<file path="src/rtl/freq_div_pkg.sv">
// Purpose: shared constants and helpers for the multi-channel clock divider.
// Latency: n/a (package only).
// Backpressure: n/a (package only).
//
// Contents: default input clock rate, default half-period, common
// half-period values at 100 MHz, and width/half-period helper functions.
package freq_div_pkg;

   localparam int unsigned DEF_CLK_HZ = 100_000_000;
   localparam int unsigned DEF_HALF   = 24_999_999;   // 2 Hz at 100 MHz

   // Half-period minus one for common rates at 100 MHz.
   localparam int unsigned HALF_1HZ   = 49_999_999;
   localparam int unsigned HALF_2HZ   = 24_999_999;
   localparam int unsigned HALF_4HZ   = 12_499_999;
   localparam int unsigned HALF_1KHZ  = 49_999;

   // Channel-select width; a single channel still gets a 1-bit select.
   function automatic int ch_width(input int n);
      return (n > 1) ? $clog2(n) : 1;
   endfunction

   // Half-period minus one for a given output rate.
   function automatic int unsigned half_for(input int unsigned clk_hz,
                                            input int unsigned out_hz);
      return clk_hz / (2 * out_hz) - 1;
   endfunction

endpackage

</file>
<file path="src/rtl/freq_divider_multi_if.sv">
// Purpose: configuration / control / output bundle of the multi-channel divider.
// Latency: n/a (wiring only).
// Backpressure: none; writes are fire-and-forget, cfg_busy_o reports pending shadows.
//
// Signals: cfg_we_i/cfg_ch_i/cfg_half_i (half-period write), en_i (per-channel
// run), sync_i (phase-align all), cfg_busy_o, clk_o, and tick_o when the
// FREQ_DIV_TICK_EN macro is defined.
interface freq_divider_multi_if #(
   parameter int NUM_CH = 4,
   parameter int CNT_W  = 28
);
   import freq_div_pkg::*;

   localparam int CH_W = ch_width(NUM_CH);

   logic              cfg_we_i;
   logic [CH_W-1:0]   cfg_ch_i;
   logic [CNT_W-1:0]  cfg_half_i;
   logic [NUM_CH-1:0] en_i;
   logic              sync_i;
   logic [NUM_CH-1:0] cfg_busy_o;
   logic [NUM_CH-1:0] clk_o;
`ifdef FREQ_DIV_TICK_EN
   logic [NUM_CH-1:0] tick_o;

   modport master (output cfg_we_i, cfg_ch_i, cfg_half_i, en_i, sync_i,
                   input  cfg_busy_o, clk_o, tick_o);
   modport slave  (input  cfg_we_i, cfg_ch_i, cfg_half_i, en_i, sync_i,
                   output cfg_busy_o, clk_o, tick_o);
`else
   modport master (output cfg_we_i, cfg_ch_i, cfg_half_i, en_i, sync_i,
                   input  cfg_busy_o, clk_o);
   modport slave  (input  cfg_we_i, cfg_ch_i, cfg_half_i, en_i, sync_i,
                   output cfg_busy_o, clk_o);
`endif

endinterface

</file>
<file path="src/rtl/freq_div_channel.sv">
// Purpose: one divider channel - counter, shadow/pending half-period, output toggle.
// Latency: o_clk toggles one cycle after the terminal compare; o_busy follows a write by one cycle.
// Backpressure: none; a write while pending overwrites the shadow (last write wins).
//
// Ports: i_clk, i_rst_n (async, active low), i_wr/i_wr_half (shadow write),
// i_en (run), i_sync (phase align), o_busy (shadow pending), o_clk (divided
// clock), o_tick (rising-edge pulse, only with FREQ_DIV_TICK_EN).
module freq_div_channel #(
   parameter int          CNT_W        = 28,
   parameter int unsigned DEFAULT_HALF = 24_999_999
) (
   input  logic             i_clk,
   input  logic             i_rst_n,
   input  logic             i_wr,
   input  logic [CNT_W-1:0] i_wr_half,
   input  logic             i_en,
   input  logic             i_sync,
   output logic             o_busy,
`ifdef FREQ_DIV_TICK_EN
   output logic             o_tick,
`endif
   output logic             o_clk
);

   logic [CNT_W-1:0] r_cnt;
   logic [CNT_W-1:0] r_half;
   logic [CNT_W-1:0] r_shadow;
   logic             r_pend;
   logic             r_clk;

   logic             w_term;
   logic             w_run;
   logic             w_apply;

   assign w_term  = (r_cnt == r_half);
   assign w_run   = i_en && !i_sync;
   // Any point where the active half may change: terminal, disable, or sync.
   assign w_apply = !w_run || w_term;

   always_ff @(posedge i_clk or negedge i_rst_n) begin
      if (!i_rst_n) begin
         r_cnt    <= '0;
         r_half   <= CNT_W'(DEFAULT_HALF);
         r_shadow <= CNT_W'(DEFAULT_HALF);
         r_pend   <= 1'b0;
         r_clk    <= 1'b0;
      end else begin
         if (!w_run) begin
            r_cnt <= '0;
            r_clk <= 1'b0;
         end else if (w_term) begin
            r_cnt <= '0;
            r_clk <= ~r_clk;
         end else begin
            r_cnt <= r_cnt + 1'b1;
         end

         // The apply point sees the shadow as it was before this cycle's write.
         if (w_apply && r_pend)
            r_half <= r_shadow;

         // A write coinciding with an apply point stays pending for the next one.
         if (i_wr) begin
            r_shadow <= i_wr_half;
            r_pend   <= 1'b1;
         end else if (w_apply) begin
            r_pend   <= 1'b0;
         end
      end
   end

`ifdef FREQ_DIV_TICK_EN
   logic r_tick;

   // Terminal while low is the rising toggle, so the pulse lines up with o_clk rising.
   always_ff @(posedge i_clk or negedge i_rst_n) begin
      if (!i_rst_n)
         r_tick <= 1'b0;
      else
         r_tick <= w_run && w_term && !r_clk;
   end

   assign o_tick = r_tick;
`endif

   assign o_busy = r_pend;
   assign o_clk  = r_clk;

endmodule

</file>
<file path="src/rtl/freq_divider_multi.sv">
// Purpose: NUM_CH independent runtime-programmable square-wave dividers with glitch-free retune.
// Latency: outputs are flops; clk_o first rises half+1 cycles after en_i, cfg_busy_o one cycle after a write.
// Backpressure: none; a write to cfg_ch_i >= NUM_CH is dropped, repeated writes overwrite the shadow.
//
// Ports: clk_i, rst_i (async, active low), bus (freq_divider_multi_if.slave).
// Optional feature: define FREQ_DIV_TICK_EN to add the per-channel tick_o pulse.
module freq_divider_multi
   import freq_div_pkg::*;
#(
   parameter int unsigned CLK_HZ       = DEF_CLK_HZ,
   parameter int          NUM_CH       = 4,
   parameter int          CNT_W        = 28,
   parameter int unsigned DEFAULT_HALF = half_for(CLK_HZ, 2)
) (
   input  logic                clk_i,
   input  logic                rst_i,
   freq_divider_multi_if.slave bus
);

   logic [NUM_CH-1:0] w_wr;
   logic [NUM_CH-1:0] w_busy;
   logic [NUM_CH-1:0] w_clk;
`ifdef FREQ_DIV_TICK_EN
   logic [NUM_CH-1:0] w_tick;
`endif

   for (genvar c = 0; c < NUM_CH; c++) begin : g_ch
      // Out-of-range selects never match any channel index, so they are dropped.
      assign w_wr[c] = bus.cfg_we_i && (int'(bus.cfg_ch_i) == c);

      freq_div_channel #(
         .CNT_W        (CNT_W),
         .DEFAULT_HALF (DEFAULT_HALF)
      ) u_ch (
         .i_clk     (clk_i),
         .i_rst_n   (rst_i),
         .i_wr      (w_wr[c]),
         .i_wr_half (bus.cfg_half_i),
         .i_en      (bus.en_i[c]),
         .i_sync    (bus.sync_i),
         .o_busy    (w_busy[c]),
`ifdef FREQ_DIV_TICK_EN
         .o_tick    (w_tick[c]),
`endif
         .o_clk     (w_clk[c])
      );
   end

   assign bus.cfg_busy_o = w_busy;
   assign bus.clk_o      = w_clk;
`ifdef FREQ_DIV_TICK_EN
   assign bus.tick_o     = w_tick;
`endif

endmodule
</file>
<file path="src/flat_wrapper.sv">
// flat-port wrapper written by rule: the top's interface ports become plain ports
module freq_divider_multi_flat import freq_div_pkg::*;
#(
   parameter int unsigned CLK_HZ       = DEF_CLK_HZ,
   parameter int          NUM_CH       = 4,
   parameter int          CNT_W        = 28,
   parameter int unsigned DEFAULT_HALF = half_for(CLK_HZ, 2)
)
  (clk_i, rst_i, bus_cfg_we_i, bus_cfg_ch_i, bus_cfg_half_i, bus_en_i, bus_sync_i, bus_cfg_busy_o, bus_clk_o);
  freq_divider_multi_if #(.NUM_CH(NUM_CH), .CNT_W(CNT_W)) bus_i ();
  input  logic clk_i;
  input  logic rst_i;
  input wire logic [$bits(bus_i.cfg_we_i)-1:0] bus_cfg_we_i;
  input wire logic [$bits(bus_i.cfg_ch_i)-1:0] bus_cfg_ch_i;
  input wire logic [$bits(bus_i.cfg_half_i)-1:0] bus_cfg_half_i;
  input wire logic [$bits(bus_i.en_i)-1:0] bus_en_i;
  input wire logic [$bits(bus_i.sync_i)-1:0] bus_sync_i;
  output wire logic [$bits(bus_i.cfg_busy_o)-1:0] bus_cfg_busy_o;
  output wire logic [$bits(bus_i.clk_o)-1:0] bus_clk_o;
  assign bus_i.cfg_we_i = bus_cfg_we_i;
  assign bus_i.cfg_ch_i = bus_cfg_ch_i;
  assign bus_i.cfg_half_i = bus_cfg_half_i;
  assign bus_i.en_i = bus_en_i;
  assign bus_i.sync_i = bus_sync_i;
  assign bus_cfg_busy_o = bus_i.cfg_busy_o;
  assign bus_clk_o = bus_i.clk_o;
  freq_divider_multi #(.CLK_HZ(CLK_HZ), .NUM_CH(NUM_CH), .CNT_W(CNT_W), .DEFAULT_HALF(DEFAULT_HALF)) u_core (.clk_i(clk_i), .rst_i(rst_i), .bus(bus_i));
endmodule
</file>
<file path="config.mk">
export PLATFORM = sky130hd
export DESIGN_NAME = freq_divider_multi_flat
export DESIGN_NICKNAME = d
export VERILOG_FILES = /design/src/rtl/freq_div_pkg.sv /design/src/rtl/freq_divider_multi_if.sv /design/src/rtl/freq_div_channel.sv /design/src/rtl/freq_divider_multi.sv /design/src/flat_wrapper.sv
export SDC_FILE = /design/constraint.sdc
export NUM_CORES = 1
export LEC_CHECK = 0
export ABC_CLOCK_PERIOD_IN_PS = 2100
export CAP_MARGIN = 20
export CORE_MARGIN = 10
export CORE_UTILIZATION = 38
export CTS_BUF_LIST = sky130_fd_sc_hd__clkbuf_8
export DETAILED_ROUTE_END_ITERATION = 7
export SLEW_MARGIN = 20
export SYNTH_ARGS = -nofsm -noshare
export SYNTH_HDL_FRONTEND = slang
export SYNTH_SLANG_ARGS = --single-unit
</file>
<file path="constraint.sdc">
create_clock -name clk_i -period 2.1 [get_ports clk_i]
set_input_delay 0.42 -clock clk_i [delete_from_list [all_inputs] [get_ports clk_i]]
set_output_delay 0.42 -clock clk_i [all_outputs]
set_load 0.01 [all_outputs]
</file>
==> results of run 1 <==
==> state kept, by name, indices dropped and copies added (netlist names) <==
register,flops
u_core.g_ch.u_ch.o_busy,4
u_core.g_ch.u_ch.o_clk,4
u_core.g_ch.u_ch.r_cnt,112
u_core.g_ch.u_ch.r_half,112
u_core.g_ch.u_ch.r_shadow,112
==> worst min path at each step <==
stage / to
final: u_core.g_ch[2].u_ch.r_cnt[21]
after global routing: u_core.g_ch[2].u_ch.r_cnt[21]
after CTS: u_core.g_ch[2].u_ch.r_cnt[21]
after detailed placement: u_core.g_ch[2].u_ch.r_cnt[21]
after global placement: u_core.g_ch[2].u_ch.r_cnt[21]
after floorplan: u_core.g_ch[0].u_ch.o_busy
==> kinds of logic (layout without fill, tap and decap cells) <==
| group | Yosys count | count (layout) | share of synthesized area |
|---|---|---|---|
| muxes | 224 | 224 | 0.1713 |
| xor gates and xnor gates | 215 | 215 | 0.1199 |
| DFF | 344 | 344 | 0.5587 |
| buffers and inverters | 70 | 303 | 0.02700 |
| adders and majority gates | 4 | 4 | 0.003186 |
| AOI/OAI and AO/OA | 22 | 22 | 0.009397 |
| other | 0 | 1 | 0 |
| and+or+nand+nor | 341 | 341 | 0.1105 |
==> final cells by class <==
class	count	area (um2)
diodes	1	2.502
clock buffers	76	1046
clock inverters	30	122.6
fillers	3670	21650
inverters	14	52.55
multi-input cells	806	6720
flip-flops and latches	344	8778
well taps	532	665.6
repair buffers	183	1793
==> what timing repair did <==
| item | 4_1_cts | 5_1_grt |
|---|---|---|
| setup buffers | 1 | 2 |
| endpoints found under the hold margin | 34 | 0 |
| gates resized for setup | 5 | 30 |
| cloned | 0 | 5 |
| hold buffers | 1 | 0 |
| pin swaps | 8 | 20 |
| endpoints found under the setup margin | 112 | 140 |
==> per-stage QoR <==
stage	worst slack (ns)	power (mW)	util	instance area [um2]	hold WS [ns]
floorplan	0.04565	11.15	-	15710	0.1244
global placement	-0.08774	12.21	0.4331	17680	0.3100
detailed placement	-0.1230	12.31	0.4331	17680	0.3062
CTS	-0.08512	18.33	0.4629	18900	0.2681
global route	-0.1431	19.15	0.4697	19180	0.2957
finish	-0.07410	18.24	0.4698	19180	0.2857
==> Yosys cell counts (11+ instances only) <==
| cell type | instances |
|---|---|
| dfstp_2 | 136 |
| nand2_1 | 29 |
| nor3_1 | 12 |
| nor4_1 | 35 |
| nand4_1 | 37 |
| and3_1 | 19 |
| inv_1 | 14 |
| buf_6 | 11 |
| and4_1 | 11 |
| dfrtp_1 | 208 |
| nor2_1 | 127 |
| xnor2_1 | 47 |
| xor2_1 | 168 |
| clkbuf_1 | 21 |
| mux2_2 | 179 |
| nand3_1 | 41 |
| mux2_4 | 45 |
==> layer usage <==
metal / GRT usage / share of wire / vias to the layer above / wire (um)
met4: 0.04773 / 0.027 / 0 / 1000
met2: 0.2196 / 0.45 / 191 / 16800
met1: 0.2022 / 0.48 / 4964 / 17760
met5: 0 / 0 / - / 0
li1: - / - / 4593 / -
met3: 0.02746 / 0.043 / 71 / 1609
==> power by group through the flow <==
stage | Combinational, mW | Sequential, mW | Clock, mW
floorplan | 2.07 | 9.08 | 0
global placement | 2.78 | 9.43 | 0
detailed placement | 2.85 | 9.46 | 0
CTS | 2.91 | 9.37 | 6.06
global route | 3.25 | 9.52 | 6.38
finish | 2.98 | 9.36 | 5.90
==> results.sh, run 1 <==
export IMPL_cts_tree="yes"
export IMPL_grt_ovfl_total=0
export IMPL_p_per_area_nw_per_um2=951.2
export IMPL_async_flop_share=1.000
export IMPL_nets=1448
export IMPL_drtIter0Drc=533
export IMPL_p_switching_mw=4.836
export IMPL_syn_inst=1220
export IMPL_rsz0062_at_grt="yes"
export IMPL_io_buffers=45
export IMPL_numCtsBuffers=57
export IMPL_r2r_slack_ns=-0.07
export IMPL_finClkSkew_ns=0.01596
export IMPL_postRouteAntennaNets=0
export IMPL_start_util=0.3848
export IMPL_grt_first_pass_wirelength_um=57270
export IMPL_rows=74
export IMPL_slew_limit_headroom=0.6201
export IMPL_final_cell_mix="dfrtp_1 (208), mux2_2 (179), xor2_1 (167)"
export IMPL_stdcell_count=1986
export IMPL_worst_pin_slew_ns=0.5681
export IMPL_vias=9819
export IMPL_yosys_warnings=0
export IMPL_drive_gt1_frac=0.4219
export IMPL_core_area_um2=40830
export IMPL_timing_rr_start="u_core.g_ch[1].u_ch.r_half[24]"
export IMPL_synth_nets=1262
export IMPL_dp_hpwl_um=24650
export IMPL_critPathLaunchType="flop"
export IMPL_final_period_utilization=1.035
export IMPL_grt_pass1_vias=10250
export IMPL_fin_crit_ns=2.174
export IMPL_cts_sinks=344
export IMPL_synth_top_area_frac=0.3313
export IMPL_crit_fanout=13
export IMPL_crit_slowest_cell="dfstp_2"
export IMPL_boundaryPins=46
export IMPL_cts_htree_levels=2
export IMPL_critPathKind="flop to flop"
export IMPL_die_x_um=223.3
export IMPL_cp_num_buf_inv=1
export IMPL_via_per_inst=4.944
export IMPL_required_ns=2.58
export IMPL_setup_viol=28
export IMPL_die_height_um=223.3
export IMPL_fmax_mhz=460.0
export IMPL_worst_setup_path_end_kind="flop"
export IMPL_netSwitchingFraction=0.2651
export IMPL_area_growth_pct=22.08
export IMPL_clockBufferDepth=3
export IMPL_final_common_cell="dfrtp_1"
export IMPL_netlist_area_um2=15710
export IMPL_syn_avg_cell_area_um2=12.88
export IMPL_rr_worst_depth=6
export IMPL_p_clk_frac=0.323
export IMPL_fin_ws_ns=-0.07410
export IMPL_finalHoldViolCount=0
export IMPL_hold_class="input pin to asynchronous set/reset pin"
export IMPL_p_int_mw=13.41
export IMPL_drc=0
export IMPL_slowest_delay_ns=0.54
export IMPL_power_leakage_nw=8.547
export IMPL_routedWlPerCell_um=18.72
export IMPL_worstSetupPathDepth=6
export IMPL_critPathArrivalTime_ns=2.65
export IMPL_gr_usage_all_layers=0.1444
export IMPL_ys_top_cells_by_area="dfrtp_1 (33%), dfstp_2 (23%), mux2_2 (13%)"
export IMPL_die_area_um2=49880
export IMPL_path_clk_slew_ns=0.06
export IMPL_cap_violations=0
export IMPL_crit_end="u_core.g_ch[1].u_ch.r_half[17]"
export IMPL_seq_power_share=0.513
export IMPL_dr_pass1_iters=5
export IMPL_r2r_end="u_core.g_ch[1].u_ch.r_half[17]"
export IMPL_maxSlewViolCount=0
export IMPL_grt_start_max_net_pins=88
export IMPL_root_buffer="clkbuf_8"
export IMPL_tns_ns=-1.132
export IMPL_place_gp_congestion=0.8131
export IMPL_netlist_cell_type_count=41
export IMPL_seq_area_frac_synth=0.5587
export IMPL_insertion_delay_ns=0.61
export IMPL_violations="negative setup slack"
export IMPL_antenna_found_initial=5
export IMPL_wl_um=37180
export IMPL_ir_drop_uv=508.4
export IMPL_combPwrFrac=0.164
export IMPL_synth_seq_cells=344
export IMPL_critPathTopFamily="simple AND/OR/NAND/NOR gates"
export IMPL_crit_chain="xor2_1 > nor4_1 > nand4_1 > o31a_4 > buf_12 > mux2_4"
export IMPL_yosys_area_top_type="dfrtp_1"
export IMPL_synth_edf_count=0
export IMPL_dp_cells=1871
export IMPL_status="complete, but fails checks"
export IMPL_synth_ff_type="dfrtp_1"
export IMPL_cp_startpoint="u_core.g_ch[1].u_ch.r_half[24]"
Power figures use the tool's default switching activity.
==> run 2: changes to the inputs <==
- CTS_CLUSTER_SIZE: unset -> 16
==> results of run 2 <==
Same layout as run 1: the final DEF is identical, and so are final timing and power.
